==> src/rtl/rtc_lector_if.sv <==
// Multiplexed address/data bus between the RTC reader (master) and the external RTC chip (slave).
// Strobes are active-low; a_d low marks an address phase.
interface rtc_lector_if;
    logic [7:0] ad_in;
    logic [7:0] ad_out;
    logic       ad_oe;
    logic       cs_n;
    logic       rd_n;
    logic       wr_n;
    logic       a_d;

    modport master (
        input  ad_in,
        output ad_out, ad_oe, cs_n, rd_n, wr_n, a_d
    );

    modport slave (
        output ad_in,
        input  ad_out, ad_oe, cs_n, rd_n, wr_n, a_d
    );
endinterface

==> src/rtl/rtc_lector.sv <==
// Refreshes nine BCD time/date/chronometer bytes from the RTC chip, one register per read cycle,
// and publishes all of them in a single commit cycle so the display never sees a torn value.
module rtc_lector #(
    parameter int unsigned T_PHASE = 5  // cycles per bus phase, 2..255
) (
    input  logic         clk,
    input  logic         reset,
    input  logic         start,
    rtc_lector_if.master bus,
    output logic [7:0]   hora,
    output logic [7:0]   min,
    output logic [7:0]   seg,
    output logic [7:0]   dia,
    output logic [7:0]   mes,
    output logic [7:0]   ano,
    output logic [7:0]   c_hora,
    output logic [7:0]   c_min,
    output logic [7:0]   c_seg,
    output logic         busy,
    output logic         done
);
    typedef enum logic [2:0] {
        StIdle, StCmdAddr, StCmdGap, StRdAddr, StRdGap1, StRdData, StRdGap2, StCommit
    } state_e;

    localparam logic [7:0] PhaseLast = 8'(T_PHASE - 1);
    localparam logic [3:0] IdxLast   = 4'd8;
    localparam logic [7:0] CmdXfer   = 8'hF0;

    state_e     state_q, state_d;
    logic [7:0] phase_q, phase_d;
    logic [3:0] idx_q, idx_d;
    logic [7:0] shadow_q [9];
    logic [7:0] shadow_d [9];
    logic [7:0] out_q [9];
    logic [7:0] out_d [9];
    logic       cs_n_q, cs_n_d, rd_n_q, rd_n_d, wr_n_q, wr_n_d, a_d_q, a_d_d;
    logic       ad_oe_q, ad_oe_d, busy_q, busy_d, done_q, done_d;
    logic [7:0] ad_out_q, ad_out_d;
    logic       phase_end;

    // Index order: seg, min, hora, dia, mes, ano, c_seg, c_min, c_hora.
    function automatic logic [7:0] reg_addr(input logic [3:0] idx);
        case (idx)
            4'd0:    return 8'h21;
            4'd1:    return 8'h22;
            4'd2:    return 8'h23;
            4'd3:    return 8'h24;
            4'd4:    return 8'h25;
            4'd5:    return 8'h26;
            4'd6:    return 8'h41;
            4'd7:    return 8'h42;
            default: return 8'h43;
        endcase
    endfunction

    assign phase_end = (phase_q == PhaseLast);

    always_comb begin
        state_d  = state_q;
        idx_d    = idx_q;
        shadow_d = shadow_q;
        out_d    = out_q;

        case (state_q)
            StIdle:    if (start) state_d = StCmdAddr;
            StCmdAddr: if (phase_end) state_d = StCmdGap;
            StCmdGap: begin
                if (phase_end) begin
                    state_d = StRdAddr;
                    idx_d   = '0;
                end
            end
            StRdAddr:  if (phase_end) state_d = StRdGap1;
            StRdGap1:  if (phase_end) state_d = StRdData;
            StRdData: begin
                if (phase_end) begin
                    shadow_d[idx_q] = bus.ad_in;
                    state_d         = StRdGap2;
                end
            end
            StRdGap2: begin
                if (phase_end) begin
                    if (idx_q == IdxLast) begin
                        state_d = StCommit;
                    end else begin
                        idx_d   = idx_q + 4'd1;
                        state_d = StRdAddr;
                    end
                end
            end
            default:   state_d = StIdle;
        endcase

        if (state_d != state_q || state_q == StIdle) begin
            phase_d = '0;
        end else begin
            phase_d = phase_q + 8'd1;
        end

        // Outputs are decoded from the next state so they are registered yet aligned with it.
        cs_n_d   = 1'b1;
        rd_n_d   = 1'b1;
        wr_n_d   = 1'b1;
        a_d_d    = 1'b1;
        ad_oe_d  = 1'b0;
        ad_out_d = '0;
        case (state_d)
            StCmdAddr, StRdAddr: begin
                cs_n_d   = 1'b0;
                wr_n_d   = 1'b0;
                a_d_d    = 1'b0;
                ad_oe_d  = 1'b1;
                ad_out_d = (state_d == StCmdAddr) ? CmdXfer : reg_addr(idx_d);
            end
            StRdData: begin
                cs_n_d = 1'b0;
                rd_n_d = 1'b0;
            end
            default: ;
        endcase

        busy_d = (state_d != StIdle);
        done_d = (state_d == StCommit);
        if (state_d == StCommit) out_d = shadow_q;
    end

    always_ff @(posedge clk) begin
        if (reset) begin
            state_q  <= StIdle;
            phase_q  <= '0;
            idx_q    <= '0;
            for (int i = 0; i < 9; i++) begin
                shadow_q[i] <= '0;
                out_q[i]    <= '0;
            end
            cs_n_q   <= 1'b1;
            rd_n_q   <= 1'b1;
            wr_n_q   <= 1'b1;
            a_d_q    <= 1'b1;
            ad_oe_q  <= 1'b0;
            ad_out_q <= '0;
            busy_q   <= 1'b0;
            done_q   <= 1'b0;
        end else begin
            state_q  <= state_d;
            phase_q  <= phase_d;
            idx_q    <= idx_d;
            shadow_q <= shadow_d;
            out_q    <= out_d;
            cs_n_q   <= cs_n_d;
            rd_n_q   <= rd_n_d;
            wr_n_q   <= wr_n_d;
            a_d_q    <= a_d_d;
            ad_oe_q  <= ad_oe_d;
            ad_out_q <= ad_out_d;
            busy_q   <= busy_d;
            done_q   <= done_d;
        end
    end

    assign bus.cs_n   = cs_n_q;
    assign bus.rd_n   = rd_n_q;
    assign bus.wr_n   = wr_n_q;
    assign bus.a_d    = a_d_q;
    assign bus.ad_oe  = ad_oe_q;
    assign bus.ad_out = ad_out_q;

    assign seg    = out_q[0];
    assign min    = out_q[1];
    assign hora   = out_q[2];
    assign dia    = out_q[3];
    assign mes    = out_q[4];
    assign ano    = out_q[5];
    assign c_seg  = out_q[6];
    assign c_min  = out_q[7];
    assign c_hora = out_q[8];
    assign busy   = busy_q;
    assign done   = done_q;
endmodule

==> src/flat_wrapper.sv <==
// flat-port wrapper written by rule: the top's interface ports become plain ports
module rtc_lector_flat 
#(
    parameter int unsigned T_PHASE = 5                                 
)
  (clk, reset, start, hora, min, seg, dia, mes, ano, c_hora, c_min, c_seg, busy, done, bus_ad_in, bus_ad_out, bus_ad_oe, bus_cs_n, bus_rd_n, bus_wr_n, bus_a_d);
  rtc_lector_if bus_i ();
  input  logic clk;
  input  logic reset;
  input  logic start;
  output logic [7:0] hora;
  output logic [7:0] min;
  output logic [7:0] seg;
  output logic [7:0] dia;
  output logic [7:0] mes;
  output logic [7:0] ano;
  output logic [7:0] c_hora;
  output logic [7:0] c_min;
  output logic [7:0] c_seg;
  output logic busy;
  output logic done;
  input wire logic [$bits(bus_i.ad_in)-1:0] bus_ad_in;
  output wire logic [$bits(bus_i.ad_out)-1:0] bus_ad_out;
  output wire logic [$bits(bus_i.ad_oe)-1:0] bus_ad_oe;
  output wire logic [$bits(bus_i.cs_n)-1:0] bus_cs_n;
  output wire logic [$bits(bus_i.rd_n)-1:0] bus_rd_n;
  output wire logic [$bits(bus_i.wr_n)-1:0] bus_wr_n;
  output wire logic [$bits(bus_i.a_d)-1:0] bus_a_d;
  assign bus_i.ad_in = bus_ad_in;
  assign bus_ad_out = bus_i.ad_out;
  assign bus_ad_oe = bus_i.ad_oe;
  assign bus_cs_n = bus_i.cs_n;
  assign bus_rd_n = bus_i.rd_n;
  assign bus_wr_n = bus_i.wr_n;
  assign bus_a_d = bus_i.a_d;
  rtc_lector #(.T_PHASE(T_PHASE)) u_core (.clk(clk), .reset(reset), .start(start), .bus(bus_i), .hora(hora), .min(min), .seg(seg), .dia(dia), .mes(mes), .ano(ano), .c_hora(c_hora), .c_min(c_min), .c_seg(c_seg), .busy(busy), .done(done));
endmodule
==> config.mk <==
export PLATFORM = sky130hd
export DESIGN_NAME = rtc_lector_flat
export DESIGN_NICKNAME = d
export VERILOG_FILES = /design/src/rtl/rtc_lector_if.sv /design/src/rtl/rtc_lector.sv /design/src/flat_wrapper.sv
export SDC_FILE = /design/constraint.sdc
export NUM_CORES = 1
export LEC_CHECK = 0
export CORE_UTILIZATION = 50
export DETAILED_ROUTE_END_ITERATION = 12
export DONT_BUFFER_PORTS = 1
export GPL_ROUTABILITY_DRIVEN = 0
export GPL_TIMING_DRIVEN = 0
export SLEW_MARGIN = 20
export SYNTH_ARGS = -nofsm -noshare
export SYNTH_HDL_FRONTEND = slang
export SYNTH_SLANG_ARGS = --single-unit
==> constraint.sdc <==
create_clock -name clk -period 2.85 [get_ports clk]
set_clock_uncertainty 0.1 [all_clocks]
set_input_delay 0.285 -clock clk [delete_from_list [all_inputs] [get_ports clk]]
set_output_delay 0.285 -clock clk [all_outputs]
set_load 0.02 [all_outputs]
Yosys cells after proc, flatten, opt, wreduce, memory -nomap -nowiden
Memories as Yosys holds them, arrays and structs flattened.
Index checks and enable logic that the tools add are counted.
{"block": "word_totals", "regBits": 173, "rom_bits": 40, "output_inout_bits": 87, "memories": 1}
{"block": "op_classes", "add_sub_neg": 2, "n_lt_le_gt_ge": 2, "n_eq_ne": 13, "muxes": 22, "n_bitwise": 2, "n_reduce_logical": 11}
{"name": "(no name shown)", "words": 8, "word_bits": 5, "rd": 1, "rd_clocked_by_memory_dff": 0, "wr": 0, "line_no": "rtc_lector.sv:44", "text": "case (idx)"}
{"op": "$bwmux 72", "count": 1}
{"op": "$demux 8 s4", "count": 1}
{"op": "$mux 3", "count": 8}
{"op": "$mux 8", "count": 3}
{"op": "$pmux 3 s7", "count": 1}
{"op": "$eq 3x3->1 const B", "count": 5}
{"op": "$mux 4", "count": 3}
{"op": "$eq 3x2->1 const B", "count": 3}
{"op": "$add 8x1->8 const B", "count": 1}
{"op": "$eq 8x3->1 const B", "count": 1}
{"op": "$pmux 4 s2", "count": 1}
{"op": "$eq 3x1->1 const B", "count": 2}
{"op": "$reduce_or 2->1", "count": 3}
{"op": "$reduce_or 3->1", "count": 2}
{"op": "$ge 5x5->1 const B", "count": 1}
{"op": "$lt 5x1->1 const B", "count": 1}
{"op": "$not 4->5", "count": 1}
{"op": "$add 4x1->4 const B", "count": 1}
{"op": "$eq 4x4->1 const B", "count": 1}
{"op": "$mux 1", "count": 4}
{"op": "$reduce_or 4->1", "count": 1}
{"op": "$logic_not 3->1", "count": 1}
{"op": "$ne 3x3->1", "count": 1}
{"op": "$reduce_bool 3->1", "count": 1}
{"op": "4 further kinds", "count": 4}

Longest topological paths before layout
Gate-level depths: netlist (run 1).
{"block": "logic_depth", "ltp_word": 8, "ltp_mapped": 10, "depth_no_buf": 9}

Worst setup path after synthesis (run 1)
No wires, ideal clock.
{"block": "synth_path", "path_kind": "register to register", "start": "register u_core.phase_q[0]", "end": "register u_core.ad_out_q[1] (netlist: u_core.bus.ad_out[1])", "setup_ns": 0.130, "arrival_ns": 1.862, "setup_slack_ns": 0.758, "stages_incl_launch_ff": 11, "n_path_buf": 1, "synth_period_minus_slack_ns": 2.092, "path_cell_list": "dfxtp_1 -> inv_1 -> ha_1 -> nor4bb_1 -> buf_2 -> nand3_1 -> mux2_2 -> inv_1 -> ha_1 -> mux2i_1 -> a21oi_1"}
{"block": "synth_via", "elab_cells_between_ends": 18, "cone_classes": "eq/ne: 3; mux: 11; bitwise: 1; reduce/logical: 2; memory: 1"}
{"element": "start, declared", "line_no": "rtc_lector.sv:31", "text": "logic [7:0] phase_q, phase_d;"}
{"element": "start signal, assigned", "line_no": "rtc_lector.sv:147", "text": "phase_q <= phase_d;"}
{"element": "$eq 8x3->1 *", "line_no": "rtc_lector.sv:57", "text": "assign phase_end = (phase_q == PhaseLast);"}
{"element": "$mux 4, on equally long branches", "line_no": "rtc_lector.sv:83, rtc_lector.sv:69"}
{"element": "$pmux 4 s2 *", "line_no": "rtc_lector.sv:65", "text": "case (state_q)"}
{"element": "via u_core.idx_d[1]", "line_no": "rtc_lector.sv:32", "text": "logic [3:0] idx_q, idx_d;"}
{"element": "$mem_v2 8x5 *"}
{"element": "$mux 8 *", "line_no": "rtc_lector.sv:44"}
{"element": "end signal, assigned", "line_no": "rtc_lector.sv:156", "text": "ad_out_q <= ad_out_d;"}
{"element": "end, declared", "line_no": "rtc_lector.sv:39", "text": "logic [7:0] ad_out_q, ad_out_d;"}
Mark *: on every way through the listed nets, which the timed path passes. The rest lies on a longest branch.
A chain may end at the register's enable or synchronous reset.

Final worst setup path (run 1)
{"block": "layout_path", "start": "register u_core.phase_q[0]", "end": "register u_core.out_q (netlist bit u_core.dia[0])"}
{"block": "layout_via", "elab_chain_cells": 4, "elab_cells_between_ends": 9, "cone_classes": "eq/ne: 2; mux: 7"}
{"element": "$eq 8x3->1 *", "line_no": "rtc_lector.sv:57"}
{"element": "$mux 3, or another cell as far along", "line_no": "rtc_lector.sv:83", "text": "if (phase_end) begin"}
{"element": "$pmux 3 s7 *", "line_no": "rtc_lector.sv:65"}
{"element": "$eq 3x3->1 *", "line_no": "rtc_lector.sv:125", "text": "if (state_d == StCommit) out_d = shadow_q;"}
{"element": "end signal, assigned", "line_no": "rtc_lector.sv:150", "text": "out_q <= out_d;"}
{"element": "end, declared", "line_no": "rtc_lector.sv:35", "text": "logic [7:0] out_q [9];"}
Mark *: on every way between the ends. The rest lies on a longest branch, timed or not.

==> results.py, run 1 <==
metrics = {
    "worst_setup_path": {
        "critPathCapture": "u_core.dia[0]$_SDFFE_PP0P_",
        "crit_type": "reg -> reg",
        "required_ns": 3.10,
        "reg2reg_to": "u_core.dia[0]$_SDFFE_PP0P_",
        "cp.arrival_ns": 2.75,
        "cp-startpoint": "u_core.phase_q[0]$_SDFF_PP0_",
        "end_kind": "register",
        "cp_max_fo": 10,
        "r2r_cells": 9,
        "r2r_start": "u_core.phase_q[0]$_SDFF_PP0_",
        "reg2reg_slack_ns": 0.35,
        "cp-start-kind": "register",
    },
    "place": {
        "dpl.hpwl_um": 10270,
        "placed_cell_area_um2": 6795,
        "io_buffer_count": 0,
        "dp.cells": 884,
    },
    "logic_synthesis": {
        "synth_area_um2": 6580,
        "synth_seq_cells": 171,
        "ys_types": 54,
        "synth_edf_count": 0,
        "yosysWarnings": 0,
        "synth_top_flop_cell": "dfxtp_1",
        "async_reset_ff_frac": 0,
        "synthCells": 712,
        "syn_area_per_cell_um2": 9.242,
        "synth.net_count": 730,
        "yosysSeqAreaShare": 0.5203,
    },
    "floorplanning": {
        "num_rows": 41,
        "die_area_um2": 13620,
        "start_util": 0.5172,
        "core_area_um2": 12720,
        "ioPinCount": 98,
        "chipHeight_um": 116.7,
        "dieWidth_um": 116.7,
    },
    "global_route": {
        "first_global_vias": 4560,
        "grt_max_degree": 17,
        "grt_pass1_wl_um": 23310,
        "grt.total_usage": 0.2284,
        "grt-ovfl-total": 0,
        "antenna_found_initial": 0,
    },
    "route": {
        "dr.pass1.iters": 4,
        "drt-wirelength-per-cell_um": 16.16,
        "met1Wirelength_um": 6626,
        "antenna_left": 0,
        "met3RoutedLength_um": 822,
        "num_vias": 4813,
        "drt_wl_total_um": 14770,
        "via_per_inst": 5.266,
        "drt_iter0_markers": 218,
        "remaining_drc_errors": 0,
        "routed.top_layer": "met4",
        "route.met2.wl_um": 7098,
    },
    "sta": {
        "tns_ns": 0,
        "worst_pin_slew_ns": 0.7438,
        "fin_crit_ns": 2.498,
        "finalSetupViolCount": 0,
        "finalHoldViolations": 0,
        "fmaxAchievable_mhz": 400.3,
        "drv_slew": 0,
        "fin_crit_sh": 0.8765,
        "grt_setup_unrepaired": "false",
        "slew_headroom": 0.5041,
    },
    "power_and_ir_drop": {
        "clock_power_share": 0.458,
        "power_frac_seq": 0.517,
        "p_int_mw": 3.666,
        "ir_worst_vdd_uv": 389.9,
        "p_leak_nw": 3.164,
        "power.total_mw": 4.675,
        "comb_power_share": 0.024,
        "swShare": 0.2160,
        "p_switching_mw": 1.010,
        "powerDensity_nw_per_um2": 636.6,
    },
    "layout": {
        "fin_area_um2": 7345,
        "drive_gt1_frac": 0.1065,
        "antennaDiodeCount": 0,
        "stdcell_count": 914,
        "nets": 749,
        "area_growth_pct": 11.62,
    },
    "cts": {
        "cts.sinks": 171,
        "cts_root_buf": "clkbuf_16",
        "clkSlewWorstSetupHoldPaths_ns": 0.06,
        "cts_tree": "done",
        "cts_setup_buffers": 0,
        "htreeDepth": 4,
        "hold_buffers": 0,
        "insertion_delay_ns": 0.43,
        "cts_max_path_buffers": 2,
        "cts_buffers": 17,
        "cts_resized": 0,
    },
    "run_status": {
        "status": "complete, no violations",
    },
    "min_path": {
        "hp-start": "start",
        "hold_path.class": "in -> reg",
    },
    "job": {
        "maxCapViolations": 0,
    },
}
==> state kept, by name, indices dropped and copies added, names as in the netlist <==
register / cells
u_core.state_q: 3
u_core.c_min: 8
u_core.idx_q: 4
u_core.bus.cs_n: 1
u_core.seg: 8
u_core.hora: 8
u_core.busy: 1
u_core.done: 1
u_core.mes: 8
u_core.ano: 8
u_core.bus.ad_out: 6
u_core.bus.ad_oe: 1
u_core.bus.wr_n: 1
u_core.min: 8
u_core.dia: 8
u_core.c_hora: 8
u_core.phase_q: 8
u_core.bus.rd_n: 1
u_core.shadow_q: 72
u_core.c_seg: 8
==> synthesized netlist by cell type, drive strengths merged, types with 2 or more instances <==
cell,instances,share of area
o21ai,7,0.0059
buf,27,0.024
o41ai,2,0.0038
and3,2,0.0019
inv,10,0.0057
dfxtp,171,0.52
a31oi,3,0.0038
nor3,2,0.0023
a21oi,78,0.060
xnor2,2,0.0027
xor2,5,0.0067
ha,7,0.013
nand3,10,0.0076
nor2b,7,0.0067
nand2,150,0.086
nand4,11,0.030
or3,3,0.0029
clkbuf,27,0.015
nand2b,3,0.0029
mux2i,74,0.11
nor2,89,0.051
or2,2,0.0019
nor4,2,0.0042
==> how the worst min path moves through the flow <==
stage / endpoint / slack (ns) / cells after the start
3_3_place_gp: u_core.mes[7]$_SDFFE_PP0P_ / 0.34 / 2
4_1_cts: u_core.state_q[0]$_SDFF_PP0_ / 0.03 / 2
6_report: u_core.state_q[0]$_SDFF_PP0_ / 0.04 / 2
2_1_floorplan: u_core.dia[7]$_SDFFE_PP0P_ / 0.33 / 2
5_1_grt: u_core.state_q[0]$_SDFF_PP0_ / 0.04 / 2
3_5_place_dp: u_core.c_hora[0]$_SDFFE_PP0P_ / 0.35 / 2
==> layer usage <==
layer	GRT usage	vias up
met5	0	-
li1	-	2399
met3	0.06539	19
met2	0.3736	106
met1	0.2872	2289
met4	0.08270	0
==> area by class of cell <==
type                            instances  area (um2)
Fill cell                            1205        5378
Multi-Input combinational cell        477        2863
Clock inverter                         10       92.59
Buffer                                 54       256.5
Sequential cell                       171        3423
Inverter                               10       37.54
Tap cell                              172       215.2
Clock buffer                           20       456.7
==> power by group through the flow <==
stage / clock [mW] / combinational (mW) / sequential (mW)
2_1_floorplan: 0 / 0.0765 / 2.47
3_3_place_gp: 0 / 0.112 / 2.47
3_5_place_dp: 0 / 0.114 / 2.47
4_1_cts: 2.18 / 0.115 / 2.42
5_1_grt: 2.30 / 0.124 / 2.42
6_report: 2.14 / 0.113 / 2.42
==> cell usage in the layout (no fill, tap or decap), drive strengths merged, types with 2 or more instances in the layout <==
cell type	n
dfxtp	171
nor3	2
and3	2
buf	27
a31oi	3
o21ai	7
nor2b	7
xnor2	2
nand2b	3
nand4	11
ha	7
nand3	10
nor4	2
a21oi	78
clkinv	6
mux2i	74
or3	3
inv	12
o41ai	2
nor2	89
nand2	150
clkbuf	47
or2	2
xor2	5
==> stage by stage <==
stage / worst slack (ns) / utilization / hold WS, ns
final: 0.3520 / 0.5773 / 0.03698
after detailed placement: 0.3994 / 0.5341 / 0.3474
after floorplan: 0.7583 / - / 0.3315
after global placement: 0.4223 / 0.5341 / 0.3372
after global routing: 0.1008 / 0.5773 / 0.04126
after CTS: 0.3701 / 0.5773 / 0.03044
==> critical path, stage by stage, from the launching register on <==
cell and delay [ns]:
dfxtp_1 0.36, inv_1 0.07, ha_1 0.18, nor4bb_1 0.26
buf_2 0.24, nand4_2 0.16, nor2_2 0.46, buf_2 0.34
nand2_1 0.11, a21oi_1 0.13
==> cell families (layout without fill, tap and decap cells) <==
family | count (synthesis) | in the layout | share of synthesized area
simple gates | 288 | 288 | 0.2071
flops | 171 | 171 | 0.5203
compound gates | 99 | 99 | 0.09051
mux | 75 | 75 | 0.1143
buf+inv | 64 | 94 | 0.04469
fa+ha+maj | 7 | 7 | 0.01331
xor+xnor | 7 | 7 | 0.009318
other cells | 1 | 1 | 0.0005699
Note: power is estimated with default switching activity, not from simulation.
==> run 2: changes to the inputs <==
--- a/config.mk
+++ b/config.mk
@@ -10,6 +10,8 @@
 export DONT_BUFFER_PORTS = 1
 export GPL_ROUTABILITY_DRIVEN = 0
 export GPL_TIMING_DRIVEN = 0
+export SETUP_SLACK_MARGIN = 0.5
+export SKIP_CTS_REPAIR_TIMING = 1
 export SLEW_MARGIN = 20
 export SYNTH_ARGS = -nofsm -noshare
 export SYNTH_HDL_FRONTEND = slang
==> results.py, run 2 (same netlist as run 1, synthesis figures left out) <==
metrics = {
    "run_status": {
        "status": "complete, no violations",
    },
    "worst_setup_path": {
        "end_kind": "register",
        "critical-path-slowest-cell": "dfxtp_2",
        "cp.arrival_ns": 2.45,
        "crit_type": "reg -> reg",
        "required_ns": 3.04,
        "cp-start-kind": "register",
        "critical_path.max_stage_delay_ns": 0.35,
        "cp_max_fo": 10,
        "path_cells": "inv_1 > ha_2 > nand4bb_2 > nor4_4 > buf_6 > nand4_4 > mux2i_1 > nor2_1",
        "crit_buf_inv": 2,
        "crit_family": "simple AND/OR/NAND/NOR gates",
    },
    "layout": {
        "area_growth_pct": 12.93,
        "layout_commonest_cell": "dfxtp_1",
        "antennaDiodeCount": 0,
        "drive_gt1_frac": 0.1208,
        "layout_common_cells": "168 x dfxtp_1, 150 x nand2_1, 88 x nor2_1, 77 x a21oi_1, 74 x mux2i_1",
        "nets": 752,
        "largest_reg_flops": 72,
        "regMostFlops": "u_core.shadow_q",
    },
    "power_and_ir_drop": {
        "ir_worst_vdd_uv": 389.8,
        "powerDensity_nw_per_um2": 629.7,
        "power.total_mw": 4.680,
        "p_leak_nw": 3.209,
    },
    "floorplanning": {
        "dieWidth_um": 116.7,
        "die_area_um2": 13620,
        "start_util": 0.5172,
        "num_rows": 41,
        "core_area_um2": 12720,
        "ioPinCount": 98,
        "chipHeight_um": 116.7,
    },
    "min_path": {
        "hold_path.class": "in -> reg",
    },
    "job": {
        "maxCapViolations": 0,
    },
    "global_route": {
        "grt_pass1_wl_um": 23310,
        "grt_max_degree": 17,
        "antenna_found_initial": 0,
        "first_global_vias": 4560,
        "grt.total_usage": 0.2284,
        "grt-ovfl-total": 0,
    },
    "sta": {
        "drv_slew": 0,
        "holdWs_ns": 0.03640,
        "finalSetupViolCount": 0,
        "tns_ns": 0,
        "worst_pin_slew_ns": 0.7571,
        "fin_crit_ns": 2.254,
        "slew_headroom": 0.4953,
        "grt_setup_unrepaired": "true",
        "finalHoldViolations": 0,
        "fmaxAchievable_mhz": 443.6,
        "fin_crit_sh": 0.7909,
    },
    "route": {
        "via_per_inst": 5.255,
        "drt_iter0_markers": 230,
        "antenna_left": 0,
        "drt-wirelength-per-cell_um": 16.19,
        "drt_wl_total_um": 14850,
        "remaining_drc_errors": 0,
        "dr.pass1.iters": 5,
        "num_vias": 4819,
    },
    "cts": {
        "cts_max_path_buffers": 2,
        "insertion_delay_ns": 0.43,
        "htreeDepth": 4,
        "cts.sinks": 171,
        "cts_root_buf": "clkbuf_16",
        "clkSlewWorstSetupHoldPaths_ns": 0.06,
        "cts_tree": "done",
        "cts_buffers": 17,
    },
    "place": {
        "io_buffer_count": 0,
        "dpl.hpwl_um": 10270,
    },
}
## run 2: report_power, final
group          internal, mW  leakage (nW)  switching, mW
registers              2.40          1.38         0.0175
logic                0.0274          1.56         0.0871
clock network          1.24         0.272          0.908
total                  3.67          3.21           1.01
## run 2: path summary, 6_finish.rpt
check	endpoint	depth (start not counted)	slack, ns	startpoint
worst min-delay path	u_core.state_q[0]$_SDFF_PP0_	2	0.04	start
worst max-delay path	u_core.shadow_q[43]$_SDFFE_PP0P_	8	0.60	u_core.phase_q[0]$_SDFF_PP0_
worst min register to register	u_core.c_seg[7]$_SDFFE_PP0P_	2	0.35	u_core.shadow_q[23]$_SDFFE_PP0P_
worst max register to register	u_core.shadow_q[43]$_SDFFE_PP0P_	8	0.60	u_core.phase_q[0]$_SDFF_PP0_
## run 2: layout make-up
| type | instances | area (um2) |
|---|---|---|
| Buffer | 54 | 270.3 |
| Clock buffer | 20 | 456.7 |
| Clock inverter | 10 | 92.59 |
| Fill cell | 1194 | 5291 |
| Inverter | 10 | 37.54 |
| Multi-Input combinational cell | 477 | 2909 |
| Sequential cell | 171 | 3427 |
| Tap cell | 172 | 215.2 |
| Timing Repair Buffer | 3 | 22.52 |
## run 2: routing by layer
layer	vias up	GRT usage	share of wire
met5	-	0	0
met4	0	0.08270	0.015
met3	21	0.06539	0.061
met2	114	0.3736	0.47
met1	2275	0.2872	0.45
li1	2409	-	-
## run 2: per-stage QoR
step	utilization	setup slack (ns)	area, um2	cells
finish	0.5841	0.5959	7431	917
global route	0.5841	0.4624	7431	917
CTS	0.5773	0.3701	7345	914
detailed placement	0.5341	0.3994	6795	884
global placement	0.5341	0.4223	6795	884
floorplan	-	0.7583	6580	712
